### src/rtl/booth_pkg.sv
// Shared definitions for the sequential radix-2 Booth multiplier:
// controller state encodings, Booth recoding ops and the default operand width.
package booth_pkg;

    localparam int unsigned BOOTH_N = 32;

    typedef enum logic [1:0] {
        IDLE = 2'b00,
        RUN  = 2'b01,
        DONE = 2'b10
    } state_t;

    typedef enum logic [1:0] {
        OP_NOP = 2'b00,
        OP_ADD = 2'b01,
        OP_SUB = 2'b10
    } op_t;

    // Radix-2 Booth recoding of the pair {Q[0], Q-1}.
    function automatic op_t booth_op(input logic q0, input logic q_m1);
        op_t op;
        case ({q0, q_m1})
            2'b01:   op = OP_ADD;
            2'b10:   op = OP_SUB;
            default: op = OP_NOP;
        endcase
        return op;
    endfunction

endpackage

### src/rtl/booth_addsub.sv
// (n+1)-bit shared adder/subtractor: x + y, or x - y computed as x + ~y + 1.
module booth_addsub
    import booth_pkg::*;
#(
    parameter int n = BOOTH_N
) (
    input  logic         sub,
    input  logic [n:0]   x,
    input  logic [n:0]   y,
    output logic [n:0]   sum
);

    logic [n:0] y_inv_s;
    logic [n:0] cin_s;

    // Conditional inversion plus carry-in; the carry-out falls off the top.
    assign y_inv_s = y ^ {(n + 1){sub}};
    assign cin_s   = {{n{1'b0}}, sub};
    assign sum     = x + y_inv_s + cin_s;

endmodule

### src/rtl/booth_seq_mult.sv
// Sequential radix-2 Booth multiplier: signed n x n -> signed 2n, one add/sub
// and one arithmetic shift per cycle, with a start/busy/done handshake.
module booth_seq_mult
    import booth_pkg::*;
#(
    parameter int n = BOOTH_N
) (
    input  logic             clk,
    input  logic             rst,
    input  logic             start,
    input  logic [n-1:0]     a,
    input  logic [n-1:0]     b,
    output logic             busy,
    output logic             done,
    output logic [2*n-1:0]   product
);

    localparam int CW = $clog2(n) + 1;

    state_t           state_r;
    state_t           state_nxt_s;
    logic [n:0]       a_r;
    logic [n:0]       m_r;
    logic [n-1:0]     q_r;
    logic             qm1_r;
    logic [CW-1:0]    cnt_r;

    op_t              op_s;
    logic             sub_s;
    logic [n:0]       sum_s;
    logic [n:0]       a_new_s;
    logic [2*n+1:0]   shift_s;

    assign op_s  = booth_op(q_r[0], qm1_r);
    assign sub_s = (op_s == OP_SUB);

    booth_addsub #(.n(n)) u_addsub (
        .sub (sub_s),
        .x   (a_r),
        .y   (m_r),
        .sum (sum_s)
    );

    // Select the Booth partial result, then shift {A_new, Q, Q-1} right arithmetically.
    always_comb begin
        a_new_s = a_r;
        case (op_s)
            OP_ADD, OP_SUB: a_new_s = sum_s;
            default:        a_new_s = a_r;
        endcase
        shift_s = {a_new_s[n], a_new_s, q_r};
    end

    // Controller state register.
    always_ff @(posedge clk) begin
        if (rst) begin
            state_r <= IDLE;
        end else begin
            state_r <= state_nxt_s;
        end
    end

    // Controller next-state logic; start is only looked at in IDLE.
    always_comb begin
        state_nxt_s = state_r;
        case (state_r)
            IDLE: begin
                if (start) begin
                    state_nxt_s = RUN;
                end else begin
                    state_nxt_s = IDLE;
                end
            end
            RUN: begin
                if (cnt_r == CW'(1)) begin
                    state_nxt_s = DONE;
                end else begin
                    state_nxt_s = RUN;
                end
            end
            DONE:    state_nxt_s = IDLE;
            default: state_nxt_s = IDLE;
        endcase
    end

    // Handshake outputs decoded from the state register only.
    always_comb begin
        busy = 1'b0;
        done = 1'b0;
        case (state_r)
            RUN:     busy = 1'b1;
            DONE:    done = 1'b1;
            default: begin
                busy = 1'b0;
                done = 1'b0;
            end
        endcase
    end

    // A/Q/Q-1/M datapath, iteration counter and product register.
    always_ff @(posedge clk) begin
        if (rst) begin
            a_r     <= '0;
            m_r     <= '0;
            q_r     <= '0;
            qm1_r   <= 1'b0;
            cnt_r   <= '0;
            product <= '0;
        end else begin
            case (state_r)
                IDLE: begin
                    if (start) begin
                        m_r   <= {a[n-1], a};
                        q_r   <= b;
                        a_r   <= '0;
                        qm1_r <= 1'b0;
                        cnt_r <= CW'(n);
                    end
                end
                RUN: begin
                    a_r   <= shift_s[2*n+1:n+1];
                    q_r   <= shift_s[n:1];
                    qm1_r <= shift_s[0];
                    cnt_r <= cnt_r - CW'(1);
                    if (cnt_r == CW'(1)) begin
                        product <= shift_s[2*n:1];
                    end
                end
                default: begin
                    cnt_r <= cnt_r;
                end
            endcase
        end
    end

endmodule

### config.mk
export PLATFORM = sky130hd
export DESIGN_NAME = booth_seq_mult
export DESIGN_NICKNAME = d
export VERILOG_FILES = /design/src/rtl/booth_pkg.sv /design/src/rtl/booth_addsub.sv /design/src/rtl/booth_seq_mult.sv
export SDC_FILE = /design/constraint.sdc
export NUM_CORES = 1
export LEC_CHECK = 0
export CAP_MARGIN = 25
export CELL_PAD_IN_SITES_DETAIL_PLACEMENT = 0
export CELL_PAD_IN_SITES_GLOBAL_PLACEMENT = 2
export CORE_MARGIN = 1.5
export CORE_UTILIZATION = 32
export CTS_CLUSTER_SIZE = 8
export DETAILED_ROUTE_END_ITERATION = 10
export PLACE_DENSITY = 0.8
export SETUP_SLACK_MARGIN = 0.2
export SLEW_MARGIN = 20
export SYNTH_ARGS = -nofsm -noshare
export SYNTH_HDL_FRONTEND = slang
export SYNTH_SLANG_ARGS = --single-unit
### constraint.sdc
create_clock -name clk -period 4.95 [get_ports clk]
set_input_delay 1.2375 -clock clk [delete_from_list [all_inputs] [get_ports clk]]
set_output_delay 1.2375 -clock clk [all_outputs]
set_load 0.02 [all_outputs]
# == After elaboration in Yosys (flattened, before gate mapping) ==
# Cells that the tools add are included.
# op_classes
n_mux,15
reduce_logical,6
addsub,3
n_bitwise,1
eq_ne,8
# ops
operator,count
33-bit 2-to-1 mux,2
33-bit case mux with 2 select lines,1
32-bit case mux with 2 select lines,1
33-bit by 1-bit adder with 33-bit output,1
33-bit adder,1
33-bit bitwise XOR,1
32-bit 2-to-1 mux,1
6-bit case mux with 2 select lines,1
2-bit case mux with 2 select lines,2
"2-bit by 1-bit equality test with 1-bit output, second input constant",3
"2-bit equality test, second input constant",3
"6-bit by 1-bit equality test with 1-bit output, second input constant",1
6-bit 2-to-1 mux,1
2-bit AND reduction,3
"6-bit by 1-bit subtractor with 6-bit output, second input constant",1
1-bit 2-to-1 mux,4
2-bit logical NOT,1
2-bit 2-to-1 mux,1
"2-bit inequality test, second input constant",1
1-bit case mux with 2 select lines,1
2-bit nonzero test,1
2-bit OR reduction,1
# totals
ff_bits,170

# == Longest topological paths before layout ==
# Gate-level depths: netlist of the first run.
# depth
depth_word,8
ltp_mapped,15
mapped_depth_nobuf,12

# == Hierarchy ==
# Synthesis of the first run repeated with hierarchy kept, for this count alone.
# unflattened
hier_cells,1063
area_unflattened_um2,8853.5
# by_module_without_submodules
module,n_inst,seq_area_each_um2,cells_each,area_each_um2
booth_seq_mult,1,3383.2,771,6831.6
booth_addsub,1,0.0,292,2021.9

# == Worst setup path before layout of the first run ==
# OpenSTA, ideal clock, no wires.
# synth_timing
path_type,flip-flop to flip-flop
start,register q_r[0]
end,register product[62]
arrival_time_ns,3.352
t_required_ns,4.871
setup_ns,0.079
path_buffers,2
path_slack_ns,1.518
path_stages_with_launch,14
path_cell_list,dfxtp_1 > ha_1 > clkbuf_2 > buf_1 > xor2_1 > ha_1 > a2111o_1 > a31oi_2 > o21ai_1 > a31o_2 > a41oi_4 > nor4_1 > or3b_1 > a211oi_2
# synth_via
elab_chain_len,7
word_cells_on_any_way,10
classes_between,add/sub: 2; eq/ne: 4; mux: 2; bitwise: 1; reduce/logical: 1
# synth_rtl
item,line,rtl
from (decl),booth_seq_mult.sv:24,logic [n-1:0] q_r;
from (signal assigned),booth_seq_mult.sv:122,q_r <= shift_s[n:1];
2-bit equality test / 2-bit by 1-bit equality test with 1-bit output (equally long branches),booth_pkg.sv:22,"case ({q0, q_m1})"
2-bit case mux with 2 select lines *,booth_pkg.sv:22,
2-bit equality test,"booth_seq_mult.sv:35, booth_seq_mult.sv:47",
33-bit bitwise XOR,booth_addsub.sv:17,assign y_inv_s = y ^ {(n + 1){sub}};
33-bit adder,booth_addsub.sv:19,assign sum = x + y_inv_s + cin_s;
33-bit by 1-bit adder with 33-bit output,booth_addsub.sv:19,
33-bit 2-to-1 mux *,booth_seq_mult.sv:47,case (op_s)
to (signal assigned),booth_seq_mult.sv:126,product <= shift_s[2*n:1];
to (decl),booth_seq_mult.sv:15,output logic [2*n-1:0] product
# Every way passes the cells marked *; elsewhere a longest branch is shown, timed or not.
# A chain may end at the register's enable or synchronous reset.

# == Final worst setup path of the first run ==
# layout_timing
start,register q_r[0]
end,register a_r[30]
# layout_via
elab_chain_len,8
word_cells_on_any_way,11
classes_between,add/sub: 2; eq/ne: 4; mux: 3; bitwise: 1; reduce/logical: 1
# layout_rtl
item,line,rtl
2-bit equality test / 2-bit by 1-bit equality test with 1-bit output (equally long branches),booth_pkg.sv:22,
2-bit case mux with 2 select lines *,booth_pkg.sv:22,
2-bit equality test,"booth_seq_mult.sv:35, booth_seq_mult.sv:47",
33-bit bitwise XOR,booth_addsub.sv:17,
33-bit adder,booth_addsub.sv:19,
33-bit by 1-bit adder with 33-bit output,booth_addsub.sv:19,
33-bit 2-to-1 mux *,booth_seq_mult.sv:47,
33-bit case mux with 2 select lines *,booth_seq_mult.sv:110,case (state_r)
to (signal assigned),booth_seq_mult.sv:121,a_r <= shift_s[2*n+1:n+1];
to (decl),booth_seq_mult.sv:22,logic [n:0] a_r;
# Marks and branches as above.

==> metrics.md, run 1 <==
| Metric | Value |
|---|---|
| Complex-gate fraction of the synthesized area | `26.2%` |
| CTS buffer count | `17` |
| Syn Area/Cell | `7.95 um2` |
| Startpoint Class | `flip-flop` |
| Crit path max fanout | `17` |
| Most frequent cell after synthesis | `nand2_1` |
| Worst Tran Pin Value | `slightly above 900 ps` |
| Mux cell area share after synthesis | `between 1 and 1.5%` |
| Maxcap violations | `0` |
| CP endpoint kind | `flip-flop` |
| Total die area | `28100 um2` |
| H-tree Lvls | `4` |
| Slew Limit Fails | `0` |
| # resized after CTS | `0` |
| Main combinational cell family by area after synthesis | `compound AO/OA/AOI/OAI gates` |
| Number of global-route vias before repair | `7610` |
| Post-synthesis net count | `1193` |
| Setup Skew | `17.7 ps` |
| Share of cells above drive strength 1 | `under 10%` |
| Register area share after synthesis | `a little under 40%` |
| Max Freq | `approximately 260 MHz` |
| Die height | `about 170 um` |
| IO buf count | `approximately 130` |
| Post-synth EDFFs | `0` |
| NumNets Final | `1280` |
| Total Routing Usage GR | `18.9%` |
| Final GP Congestion | `approximately 0.86` |
| Grt total ovfl | `0` |
| Area leader, netlist | `dfxtp_1` |
| Leak Pwr | `just over 4 nW` |
| Min Hold Slack | `between 400 and 500 ps` |
| Synth cell count leaders | `185 x nand2_1, 169 x dfxtp_1, 117 x a21oi_1` |
| Wire per inst | `approximately 17 um` |
| Buf+Inv Stages, Crit Path | `1` |
| Dominant synthesized flop cell | `dfxtp_1` |
| Register area | `about 3400 um2` |
| Yosys reg bits | `about 170` |
| Adder-Cell Fraction of Synth Area | `5.13%` |
| Initial cell density of the core | `between 30% and 40%` |
| Top delay family on crit path | `compound AO/OA/AOI/OAI gates` |
| Layout fillers | `between 2000 and 3000` |
| Peak VDD IR | `around 0.00023 V` |
| Fin crit share | `between 70% and 80%` |
| Die width | `around 170 um` |
| Hold-fix buffers, CTS | `0` |
| Largest net degree at the start of global routing | `73` |
| Final number of hold-violating endpoints | `0` |
| Largest stage delay, worst path | `approximately 550 ps` |
| Cell chain of the critical path | `ha_2 > buf_4 > xor2_1 > ha_1 > a21oi_1 > o21ai_0 > a2111oi_0 > o21bai_1 > a31o_2 > or3b_1 > o31ai_1` |
| Worst EP required | `between 5000 and 6000 ps` |
| Area of the multi-input gates | `~4800 um2` |
| Root Driver | `clkbuf_16` |
| Antenna violations before repair | `0` |
| Worst rel slew slack | `between 30% and 40%` |
| Worst-case clock buffer depth | `2` |
| I/O Pins | `133` |
| Pwr Density | `between 300 and 400 nW/um2` |
| TritonRoute pass-1 iters | `5` |
| CP Class | `flip-flop to flip-flop` |
| CTS sink cnt | `169` |
| Via count | `a little over 8000` |
| WP data arrival | `between 4000 and 5000 ps` |
| Area growth from synthesis to layout | `25.5%` |
| Synth Area in XOR/XNOR | `5.86%` |
| First-pass GRT wire length | `42300 um` |
| Synth Warn # | `0` |
| Setup_tns | `0 ps` |
| Power after layout | `between 3 and 4 mW` |
| Routed wire length | `26400 um` |
| Leading post-synthesis cells by cell area | `dfxtp_1 39%, nand2_1 8.0%, a21oi_1 6.8%` |
| Hpwl dp | `18000 um` |
| R2r setup slk | `1120 ps` |
| Count of cell types in the netlist | `69` |
| Post-synthesis async set-or-reset flop share | `0%` |
| Setup-failing EPs final | `0` |
| Worst Hold Class | `flip-flop to flip-flop` |
| Post CTS Setup Buffer Count | `0` |
| Routed Antenna Nets | `0` |
| Outcome | `complete, no violations` |
| Post-route DRC | `0` |
| Floorplan row count | `60` |
| Mapped Area | `approximately 8700 um2` |
| CTS tree | `done` |
| Synthesized instance count | `~1100` |
| N_diodes | `0` |
| Simple-gate share of the synthesized area | `about 17%` |
| Worst skew pair latency | `~440 ps` |
| Post-route minimum period | `approximately 3800 ps` |
| Core ar. | `26800 um2` |
| RSZ-0062 raised after global routing | `false` |
| Initial detailed-routing violation count | `689` |
| Share of the synthesized area in the top cell type | `39.0%` |
| Worst path slowest cell | `ha_2` |
| Core Util, Final | `roughly two fifths` |
| Drt via density | `~5.3` |
| Clock transition at the registers of the reported paths | `approximately 80 ps` |
## flip-flops by register name, indices dropped and copies added (netlist names)
signal,cells
product,64
a_r,32
m_r,32
q_r,32
cnt_r,6
state_r,2
qm1_r,1
## worst min-delay path, cell delays in order, from the launching register on
cell and delay [ps]:
dfxtp_1 310, nand2_1 50, a21oi_1 50
## final timing paths
check	startpoint	endpoint	cells after the start
min	product[8]	product[8]	2
max	q_r[0]	a_r[30]	11
max reg2reg	q_r[0]	a_r[30]	11
min reg2reg	product[8]	product[8]	2
## cell families (layout without fill, tap and decap cells)
| logic type | count (synthesis) | after routing |
|---|---|---|
| AOI/OAI and AO/OA | 341 | 341 |
| xor gates and xnor gates | 58 | 58 |
| adders and majority gates | 35 | 35 |
| buffers and inverters | 129 | 229 |
| DFF | 169 | 169 |
| muxes | 9 | 9 |
| and+or+nand+nor | 350 | 350 |
## report_power, final
| group | switching, mW | internal [mW] | total (mW) |
|---|---|---|---|
| clock | 0.659 | 0.727 | 1.39 |
| sequential | 0.0583 | 1.43 | 1.49 |
| combinational | 0.448 | 0.289 | 0.737 |
## layout by cell type, fill, tap and decap left out, types with 6 or more instances in the layout
cell,count
o22ai_1,33
inv_1,43
nand4_1,10
a21oi_1,117
ha_1,33
a222oi_1,13
buf_4,19
a211oi_1,22
mux2i_1,6
a21o_1,9
nor3_1,15
o21ai_0,32
nand2_1,185
dfxtp_1,169
clkbuf_16,17
xor2_1,37
clkdlybuf4s50_1,131
a221oi_1,32
a22oi_1,16
xnor2_1,21
o21bai_1,7
a31oi_1,10
nand3_1,14
nor2_1,94
## area by class of cell
class	instances	share of cell area, %
multi-input cells	793	44.4
clock buffers	17	3.91
clock inverters	15	1.63
flip-flops and latches	169	31.1
inverters	46	1.59
well taps	341	3.92
repair buffers	151	13.5
## through the flow
step | worst slack [ps] | instance area (um2) | instances
after floorplan | 1520 | 8670 | 1091
after detailed placement | 1160 | 10300 | 1500
final | 1120 | 10900 | 1532
after CTS | 1120 | 10900 | 1532
after global placement | 1290 | 10300 | 1499
after global routing | 779 | 10900 | 1532
## routing by layer
layer | routed length [um] | track usage (%) | share of wire, % | vias up
li1 | - | - | - | 4079
met1 | 13600 | 27.3 | 52 | 3845
met2 | 11500 | 29.3 | 44 | 172
met3 | 925 | 2.62 | 3.5 | 18
met4 | 320 | 5.13 | 1.2 | 0
met5 | 0 | 0 | 0 | -
Power figures use the tool's default switching activity.
==> run 2, diff against run 1 <==
Settings changed: CORE_UTILIZATION 32 to 29, PLACE_DENSITY 0.8 to 0.76.
Clock period 4.95 ns to 3.3 ns, I/O delays scaled along.
==> run 2 against run 1 <==
  * Clock-buffer cell count stayed put
  * Non-clock buffer count is 39 higher
  * Fmax is 21% higher
  * Wire length is 5.6% higher
  * Largest cell class unchanged
==> metrics.md, run 2 (synthesized netlist as in run 1, its figures left out) <==
| Metric | Value |
|---|---|
| Final GP Congestion | `0.880` |
| GR Layer Usage met2 | `~29%` |
| Share of cells above drive strength 1 | `13.7%` |
| Commonest non-fill, non-tap cells in the layout | `184 x nand2_1, 167 x dfxtp_1, 131 x clkdlybuf4s50_1` |
| Post-Place Setup Slack | `about 20 ps` |
| TritonRoute pass-1 iters | `5` |
| Number of global-route vias before repair | `8006` |
| Total Routing Usage GR | `18.0%` |
| CP Class | `flip-flop to flip-flop` |
| I/O Pins | `between 100 and 150` |
| Largest net degree at the start of global routing | `102` |
| First-pass GRT wire length | `between 40000 and 50000 um` |
| H-tree Lvls | `4` |
| Fin crit share | `a little over nine tenths` |
| Root Driver | `clkbuf_16` |
| WP data arrival | `about 3500 ps` |
| Worst Hold End | `product[0]` |
| Routed Antenna Nets | `0` |
| FF-to-FF End | `a_r[30]` |
| Setup_tns | `0 ps` |
| Core Util, Final | `a little under 40%` |
| Initial detailed-routing violation count | `632` |
| Post-route minimum period | `~3200 ps` |
| Peak VDD IR | `0.000321 V` |
| Core ar. | `~30000 um2` |
| Hold path startpoint | `q_r[1]` |
| Startpoint Class | `flip-flop` |
| Largest register FFs | `64` |
| GRT met1 Usage | `~25%` |
| R2r setup slk | `between 100 and 150 ps` |
| CP endpoint kind | `flip-flop` |
| Drt via density | `around 5.1` |
| N_diodes | `0` |
| Die height | `between 150 and 200 um` |
| Wire per inst | `17.2 um` |
| Layout fillers | `3064` |
| Antenna violations before repair | `0` |
| Routed wire length | `27900 um` |
| Total die area | `slightly above 30000 um2` |
| Setup Skew | `~14 ps` |
| NumNets Final | `roughly 1300` |
| Worst Hold Class | `flip-flop to flip-flop` |
| Final number of hold-violating endpoints | `0` |
| Leak Pwr | `about 4.3 nW` |
| R2R Path Start | `qm1_r` |
| Hold Crit Depth | `2` |
| Met3 GRT Util | `under 10%` |
| Slew Limit Fails | `0` |
| CTS tree | `done` |
| Grt total ovfl | `0` |
| Maxcap violations | `0` |
| Min Hold Slack | `450 ps` |
| Worst EP required | `3650 ps` |
| Commonest non-fill, non-tap cell in the layout | `nand2_1` |
| Crit path max fanout | `6` |
| Initial cell density of the core | `29.3%` |
| Setup-failing EPs final | `0` |
| Hold-fix buffers, CTS | `0` |
| Largest Register | `product` |
| Floorplan row count | `63` |
| Most Used Layer, Global Route | `met2` |
| Worst Tran Pin Value | `between 500 and 600 ps` |
| Worst r2r path cells | `13` |
| Worst rel slew slack | `between 60% and 70%` |
| Fin cells | `1620` |
| Area growth from synthesis to layout | `34.3%` |
| Hpwl dp | `approximately 19000 um` |
| Via count | `approximately 8300` |
| IO buf count | `around 130` |
| Clock transition at the registers of the reported paths | `about 80 ps` |
| Die width | `176 um` |
| Setup ws final | `130 ps` |
| CTS sink cnt | `169` |
| Inst Count DP | `about 1600` |
| Max Freq | `approximately 320 MHz` |
| Post-route DRC | `0` |
| Pwr Density | `between 400 and 500 nW/um2` |
| Worst skew pair latency | `~440 ps` |
| CTS buffer count | `17` |
| Critical path startpoint | `qm1_r` |
| RSZ-0062 raised after global routing | `true` |
| Worst-case clock buffer depth | `2` |
| Outcome | `complete, no violations` |
## run 2: final cells by class
cell class / instances / area (um2) / share of cell area [%]
flip-flops and latches: 169 / 3390 / 29.1
multi-input cells: 793 / 5190 / 44.5
inverters: 46 / 173 / 1.48
clock buffers: 17 / 425 / 3.65
well taps: 390 / 488 / 4.19
clock inverters: 15 / 176 / 1.51
repair buffers: 190 / 1810 / 15.6
## run 2: worst max path at each step
stage	slack, ps	to
after floorplan	200	a_r[30]
after global placement	110	product[63]
after detailed placement	20	a_r[24]
after CTS	180	a_r[30]
after global routing	2	a_r[30]
final	130	a_r[30]
## run 2: repair_timing
item                                    4_1_cts  5_1_grt
endpoints found under the hold margin         0        0
endpoints found under the setup margin       30       41
pin swaps                                     6       31
buffers inserted                              3       14
gates resized for setup                      16       63
## run 2: report_power, final
part | switching, mW | internal, mW
Sequential | 0.0922 | 2.15
Clock | 1.03 | 1.03
Combinational | 0.729 | 0.531
Total | 1.86 | 3.71
## run 2: metal layers
layer	part of all wire, %	vias up	wire length [um]
met5	0	-	0
met4	1.2	0	342
met3	4.0	26	1130
met2	46	192	12900
met1	49	3918	13500
li1	-	4146	-
## run 2: critical path, stage by stage, from the launching register on
cell	delay (ps)
dfxtp_2	340
inv_2	40
ha_4	210
buf_12	160
xor2_4	160
ha_2	210
a2111o_1	410
a31oi_4	190
o21ai_2	100
a31o_4	250
a41oi_4	300
nor4_2	60
or3b_1	420
o31ai_1	220
## run 2: stage by stage
stage / power, mW / cell area (um2)
after global routing: 5.84 / 11600
after floorplan: 3.02 / 8710
after global placement: 3.44 / 10500
final: 5.56 / 11600
after CTS: 5.53 / 11200
after detailed placement: 3.44 / 10500
